File: src/rtl/pwd_pkg.sv
// Shared types for the password checker: FSM state encoding and the display blank digit.
package pwd_pkg;

    typedef enum logic [2:0] {
        ST_IDLE     = 3'd0,
        ST_ENTRY    = 3'd1,
        ST_WAIT_CFM = 3'd2,
        ST_PASS     = 3'd3,
        ST_LOCKED   = 3'd4
    } state_t;

    localparam logic [3:0] BLANK_DIGIT = 4'hE;

endpackage

File: src/rtl/pwd_entry_buf.sv
// Keypad digit buffer with per-digit active-low seat mask; a write lands one cycle later.
// No backpressure: writes beyond the last digit are dropped.
module pwd_entry_buf
    import pwd_pkg::*;
#(
    parameter int DIGITS = 3
) (
    input  logic                  clk,
    input  logic                  rst,
    input  logic                  i_clr,
    input  logic                  i_wr,
    input  logic [3:0]            i_dat,
    output logic [4*DIGITS-1:0]   o_entry,
    output logic [DIGITS-1:0]     o_seat,
    output logic                  o_full
);

    localparam int IW = $clog2(DIGITS + 1);
    localparam logic [IW-1:0] LAST_IDX = IW'(DIGITS - 1);
    localparam logic [IW-1:0] FULL_IDX = IW'(DIGITS);

    logic [IW-1:0]        r_idx;
    logic [4*DIGITS-1:0]  r_entry;
    logic [DIGITS-1:0]    r_seat;
    logic                 w_wr_ok;

    assign w_wr_ok = i_wr && (r_idx <= LAST_IDX);

    always_ff @(posedge clk or posedge rst) begin
        if (rst) begin
            r_idx   <= '0;
            r_entry <= '1;
            r_seat  <= '1;
        end else if (i_clr) begin
            r_idx   <= '0;
            r_entry <= {DIGITS{BLANK_DIGIT}};
            r_seat  <= '1;
        end else if (w_wr_ok) begin
            // digit 0 occupies the MSBs, so index d maps to slot DIGITS-1-d
            for (int d = 0; d < DIGITS; d++) begin
                if (r_idx == IW'(d)) begin
                    r_entry[4*(DIGITS-1-d) +: 4] <= i_dat;
                    r_seat[DIGITS-1-d]           <= 1'b0;
                end
            end
            r_idx <= r_idx + IW'(1);
        end
    end

    // Registered-only: high when the next write completes the code (or it is already complete).
    assign o_full  = (r_idx >= LAST_IDX);
    assign o_entry = r_entry;
    assign o_seat  = r_seat;

endmodule

File: src/rtl/pwd_checker_n.sv
// Password checker: snapshots the code on check, compares on confirm, locks out after MAX_TRIES failures.
// All outputs registered, one cycle after the sampling edge; no backpressure. Optional PWD_LOCKOUT_TIMER_EN ends lockout.
module pwd_checker_n
    import pwd_pkg::*;
#(
    parameter int DIGITS      = 3,
    parameter int MAX_TRIES   = 3,
    parameter int LOCK_CYCLES = 1000
) (
    input  logic                  clk,
    input  logic                  rst,
    input  logic                  set,
    input  logic                  check,
    input  logic                  confirm,
    input  logic                  key_en,
    input  logic [3:0]            key_num,
    input  logic [4*DIGITS-1:0]   set_code,
    output logic [4*DIGITS-1:0]   entry,
    output logic [DIGITS-1:0]     seat,
    output logic                  busy,
    output logic                  pass,
    output logic [MAX_TRIES-1:0]  fail_leds,
    output logic                  alarm
);

    localparam int CW = $clog2(MAX_TRIES + 1);
    localparam logic [CW-1:0]        CNT_MAX = CW'(MAX_TRIES);
    localparam logic [MAX_TRIES-1:0] LED_MSB = MAX_TRIES'(1) << (MAX_TRIES - 1);

    state_t                r_state, w_nxt_state;
    logic [4*DIGITS-1:0]   r_snap;
    logic [CW-1:0]         r_cnt, w_nxt_cnt, w_cnt_inc;
    logic [MAX_TRIES-1:0]  r_leds, w_nxt_leds;
    logic                  r_pass, w_nxt_pass;
    logic                  r_alarm, w_nxt_alarm;
    logic                  r_busy;
    logic                  w_snap_ld, w_buf_clr, w_buf_wr, w_buf_full;
    logic [4*DIGITS-1:0]   w_entry;
    logic [DIGITS-1:0]     w_seat;

    pwd_entry_buf #(.DIGITS(DIGITS)) u_buf (
        .clk     (clk),
        .rst     (rst),
        .i_clr   (w_buf_clr),
        .i_wr    (w_buf_wr),
        .i_dat   (key_num),
        .o_entry (w_entry),
        .o_seat  (w_seat),
        .o_full  (w_buf_full)
    );

`ifdef PWD_LOCKOUT_TIMER_EN
    localparam int TW = (LOCK_CYCLES > 1) ? $clog2(LOCK_CYCLES) : 1;
    logic [TW-1:0] r_tmr;

    // Preloaded while outside LOCKED so the first locked cycle already holds LOCK_CYCLES-1.
    always_ff @(posedge clk or posedge rst) begin
        if (rst)                        r_tmr <= '0;
        else if (r_state != ST_LOCKED)  r_tmr <= TW'(LOCK_CYCLES - 1);
        else if (r_tmr != '0)           r_tmr <= r_tmr - TW'(1);
    end
`endif

    always_comb begin
        w_nxt_state = r_state;
        w_nxt_cnt   = r_cnt;
        w_nxt_leds  = r_leds;
        w_nxt_pass  = r_pass;
        w_nxt_alarm = r_alarm;
        w_snap_ld   = 1'b0;
        w_buf_clr   = 1'b0;
        w_buf_wr    = 1'b0;
        w_cnt_inc   = r_cnt + CW'(1);
        case (r_state)
            ST_LOCKED: begin
`ifdef PWD_LOCKOUT_TIMER_EN
                if (r_tmr == '0) begin
                    w_nxt_state = ST_IDLE;
                    w_nxt_alarm = 1'b0;
                    w_nxt_leds  = '0;
                    w_nxt_cnt   = '0;
                end
`endif
            end
            default: begin
                if (check) begin
                    w_snap_ld   = 1'b1;
                    w_buf_clr   = 1'b1;
                    w_nxt_pass  = 1'b0;
                    w_nxt_state = ST_ENTRY;
                end else if (set) begin
                    w_buf_clr   = 1'b1;
                    w_nxt_pass  = 1'b0;
                    w_nxt_leds  = '0;
                    w_nxt_cnt   = '0;
                    w_nxt_state = ST_IDLE;
                end else if (confirm && (r_state == ST_ENTRY || r_state == ST_WAIT_CFM)) begin
                    if (r_state == ST_WAIT_CFM && w_entry == r_snap) begin
                        w_nxt_pass  = 1'b1;
                        w_nxt_leds  = '0;
                        w_nxt_cnt   = '0;
                        w_nxt_state = ST_PASS;
                    end else begin
                        // short entries and mismatches count alike
                        w_nxt_cnt  = w_cnt_inc;
                        w_nxt_leds = (r_leds >> 1) | LED_MSB;
                        if (w_cnt_inc == CNT_MAX) begin
                            w_nxt_alarm = 1'b1;
                            w_nxt_state = ST_LOCKED;
                        end else begin
                            w_buf_clr   = 1'b1;
                            w_nxt_state = ST_ENTRY;
                        end
                    end
                end else if (key_en && r_state == ST_ENTRY) begin
                    w_buf_wr = 1'b1;
                    if (w_buf_full) w_nxt_state = ST_WAIT_CFM;
                end
            end
        endcase
    end

    always_ff @(posedge clk or posedge rst) begin
        if (rst) begin
            r_state <= ST_IDLE;
            r_snap  <= '0;
            r_cnt   <= '0;
            r_leds  <= '0;
            r_pass  <= 1'b0;
            r_alarm <= 1'b0;
            r_busy  <= 1'b0;
        end else begin
            r_state <= w_nxt_state;
            r_cnt   <= w_nxt_cnt;
            r_leds  <= w_nxt_leds;
            r_pass  <= w_nxt_pass;
            r_alarm <= w_nxt_alarm;
            r_busy  <= (w_nxt_state == ST_ENTRY) || (w_nxt_state == ST_WAIT_CFM);
            if (w_snap_ld) r_snap <= set_code;
        end
    end

    assign entry     = w_entry;
    assign seat      = w_seat;
    assign busy      = r_busy;
    assign pass      = r_pass;
    assign fail_leds = r_leds;
    assign alarm     = r_alarm;

endmodule

File: config.mk
export PLATFORM = sky130hd
export DESIGN_NAME = pwd_checker_n
export DESIGN_NICKNAME = d
export VERILOG_FILES = /design/src/rtl/pwd_pkg.sv /design/src/rtl/pwd_entry_buf.sv /design/src/rtl/pwd_checker_n.sv
export SDC_FILE = /design/constraint.sdc
export NUM_CORES = 1
export LEC_CHECK = 0
export BUFFER_PORTS_ARGS = -buffer_cell sky130_fd_sc_hd__buf_2
export CORE_MARGIN = 2
export CORE_UTILIZATION = 40
export CTS_CLUSTER_DIAMETER = 120
export DETAILED_ROUTE_END_ITERATION = 8
export SYNTH_ARGS = -nofsm -noshare
export SYNTH_HDL_FRONTEND = slang
export SYNTH_HIERARCHICAL = 1
export SYNTH_SLANG_ARGS = --single-unit
File: constraint.sdc
create_clock -name clk -period 3.05 [get_ports clk]
set_input_delay 0.61 -clock clk [delete_from_list [all_inputs] [get_ports clk]]
set_output_delay 0.61 -clock clk [all_outputs]
set_load 0.01 [all_outputs]
==> results by group <==
Status
  • Status: finished, final reports clean

Global route
  • Grt peak-use layer: met2
  • Tot GR Track Use: 15.8%
  • Grt total ovfl: 0
  • Met3 usage: 3.66%
  • Met2 usage: 23.7%
  • Initial antenna violation count: 0
  • Vias in the first global route: 1387
  • Largest net degree at the start of global routing: 24
  • Met1 GRT Util: 21.7%
  • First-pass GRT wire length: 6.40 mm

Worst setup path
  • Crit-path leading delay family: compound AO/OA/AOI/OAI gates
  • Setup crit end kind: flop
  • WP buf/inv: 1
  • Slowest CP cell: dfrtp_1
  • Crit path cell chain: inv_1 > ha_1 > or2_2 > and4b_1 > o21ai_0 > nor2_1 > o21a_1 > a22o_1
  • CP required: 3.24 ns
  • CP Launch Point: u_buf/r_idx[0]
  • Max incr delay on CP: 0.42 ns
  • FF-to-FF path depth: 8
  • Worst R2R End: busy
  • Crit Path Category: reg2reg
  • Critical path fanouts, max: 4
  • Critical Path End: busy
  • Setup crit start kind: flop
  • CP arrival: 2.33 ns
  • Reg2reg start: u_buf/r_idx[0]
  • WP depth: 8
  • Internal reg-to-reg setup slack: 0.91 ns

Synthesis
  • Syn nets: 203
  • Combinational family with the most area after synthesis: simple AND/OR/NAND/NOR gates
  • Number of synthesized register bits: 40
  • Unique cell type count in the Yosys netlist: 42
  • Seq/Total Area, Yosys: 51.4%
  • Prevailing post-synth register cell: dfrtp_1
  • Synth Area in Simple Gates: 16.2%
  • Synth Area in Compound Gates: 9.65%
  • Synth Area per Inst: 11.3 um^2
  • Area share of fa/ha/maj cells after synthesis: 3.15%
  • Synth Area in XOR/XNOR: 6.18%
  • Synth Instances: 176
  • Ys async rst share: 100%
  • Synth Warn #: 6
  • Number of synthesized flops with an enable pin: 0
  • Mapped cell area: 0.00198 mm^2
  • Mux contribution to synthesized area: 8.83%

Routing
  • # DRC: 0
  • Post-DRT Antenna Nets: 0
  • Detailed-route vias per instance: 4.90
  • Drt first pass iters: 4
  • Wire per inst: 13.7 um
  • WL final: 3.97 mm
  • Via count: 1415
  • 1st-iter DRT viols: 59

Layout
  • Util after Layout: 49.8%
  • Antenna Cells: 0
  • Synthesis-to-finish area growth: 19.2%
  • Post-route non-filler standard cell count: 289
  • Fin nets: 248
  • Number of filler cells placed in the layout: 471
  • Commonest non-fill, non-tap cell in the layout: buf_2
  • Share of cells above drive strength 1: 40.5%
  • Most frequent cells in the layout: buf_2, dfrtp_1, nor2_1, dfstp_2, xnor2_1

STA
  • Max-slew violations: 0
  • Setup_tns: 0 ns
  • Worst slew margin: 35.2%
  • RSZ-0062 raised after global routing: no
  • Final number of setup-violating endpoints: 0
  • Final Hold Viols: 0
  • Max Freq: 467 MHz
  • Tightest Pin Transition: 0.971 ns
  • Min Hold Slack: 0.384 ns
  • Clk_skew: 0.00486 ns
  • Tmin final: 2.14 ns
  • Final worst-path cycle share: 70.3%

Power
  • Leakage: 1.06 nW
  • Total power: 1.19 mW
  • Peak supply drop: 0.293 mV
  • Power per Cell Area: 504 mW/mm^2

Die
  • Die area: 0.00554 mm^2
  • Core Footprint: 0.00475 mm^2
  • Boundary Pins: 43
  • Rows: 25
  • Chip Height: 74.4 um
  • Initial Util: 41.7%
  • Die X-Extent: 74.4 um

Placement
  • Placed Instances: 281
  • Post-DP HPWL: 2.93 mm
  • I/O Buffers: 42
  • Placer Congestion: 0.816

Clocking
  • TritonCTS buffer count: 5
  • CTS clock-pin slew for the worst setup and hold paths: 0.08 ns
  • Cts-stage hold buffer count: 0
  • Root buf cell: clkbuf_8
  • H-tree depth: 2
  • Clock buffer depth: 2
  • Number of gates resized after CTS: 0
  • CTS tree: done
  • Setup Fix Bufs, Post-CTS: 0
  • Clk sink count: 40
  • Clk_lat worst skew: 0.29 ns

Flow run
  • Max capacitance violation total: 0

Min path
  • Worst Hold Class: in2async
-- cell type report --
cell class	instances	area, um^2	area share (%)
flip-flops and latches	40	1020	43.1
clock buffers	5	68.8	2.91
multi-input cells	119	881	37.2
well taps	67	83.8	3.54
clock inverters	3	42.5	1.80
inverters	10	37.5	1.59
repair buffers	45	233	9.84
-- metrics by stage --
| stage | cell area, um^2 | setup WS [ns] |
|---|---|---|
| 3_5_place_dp | 2250 | 0.808 |
| 2_1_floorplan | 1980 | 1.08 |
| 3_3_place_gp | 2250 | 0.864 |
| 6_report | 2370 | 0.907 |
| 5_1_grt | 2370 | 0.779 |
| 4_1_cts | 2370 | 0.897 |
-- synthesized netlist by cell type (2+ instances only) --
| library cell | n | area (um^2) |
|---|---|---|
| dfrtp_1 | 25 | 626 |
| dfstp_2 | 15 | 394 |
| nor2_1 | 15 | 56.3 |
| xnor2_1 | 13 | 114 |
| mux2_2 | 12 | 135 |
| a21oi_1 | 11 | 55.1 |
| nor3_1 | 11 | 55.1 |
| inv_1 | 9 | 33.8 |
| nand2_1 | 8 | 30.0 |
| ha_1 | 5 | 62.6 |
| o21ai_0 | 5 | 25.0 |
| mux2i_1 | 4 | 40.0 |
| o21bai_1 | 4 | 30.0 |
| a22o_1 | 3 | 26.3 |
| and3b_1 | 3 | 26.3 |
| buf_6 | 3 | 33.8 |
| nand4_1 | 3 | 18.8 |
| clkbuf_1 | 2 | 7.51 |
| nand3b_1 | 2 | 15.0 |
-- how the worst min path moves through the flow --
stage	start	to	slack (ns)
2_1_floorplan	r_cnt[1]	r_cnt[1]	0.45
3_3_place_gp	alarm	alarm	0.46
3_5_place_dp	alarm	alarm	0.46
4_1_cts	rst	u_buf/r_idx[0]	0.40
5_1_grt	rst	u_buf/r_idx[0]	0.43
6_report	rst	u_buf/r_idx[0]	0.38
-- per-layer routing --
layer	share of wire, %	up-vias	wire length, um
li1	-	696	-
met1	48	671	1910
met3	5.0	6	198
met4	1.8	0	72
met5	0	-	0
met2	45	42	1790
-- cell families (layout without fill, tap and decap cells) --
group	Yosys count	after routing
AO/OA/AOI/OAI	29	29
XOR/XNOR	14	14
adder cells (fa/ha/maj)	5	5
buffers and inverters	17	63
flip-flops	40	40
multiplexers	16	16
AND/OR/NAND/NOR	55	55
-- sequential cells by signal, summed over array words and instances (netlist names) --
name,flops
r_snap,12
fail_leds,3
alarm,1
busy,1
u_buf/o_entry,12
r_cnt,2
pass,1
r_state,3
u_buf/r_idx,2
u_buf/o_seat,3
-- where the power goes --
part	leakage [nW]	internal (mW)	switching [mW]
logic	0.540	0.0781	0.0817
clock network	0.0541	0.242	0.191
registers	0.467	0.571	0.0284
Note: power is estimated with default switching activity, not from simulation.
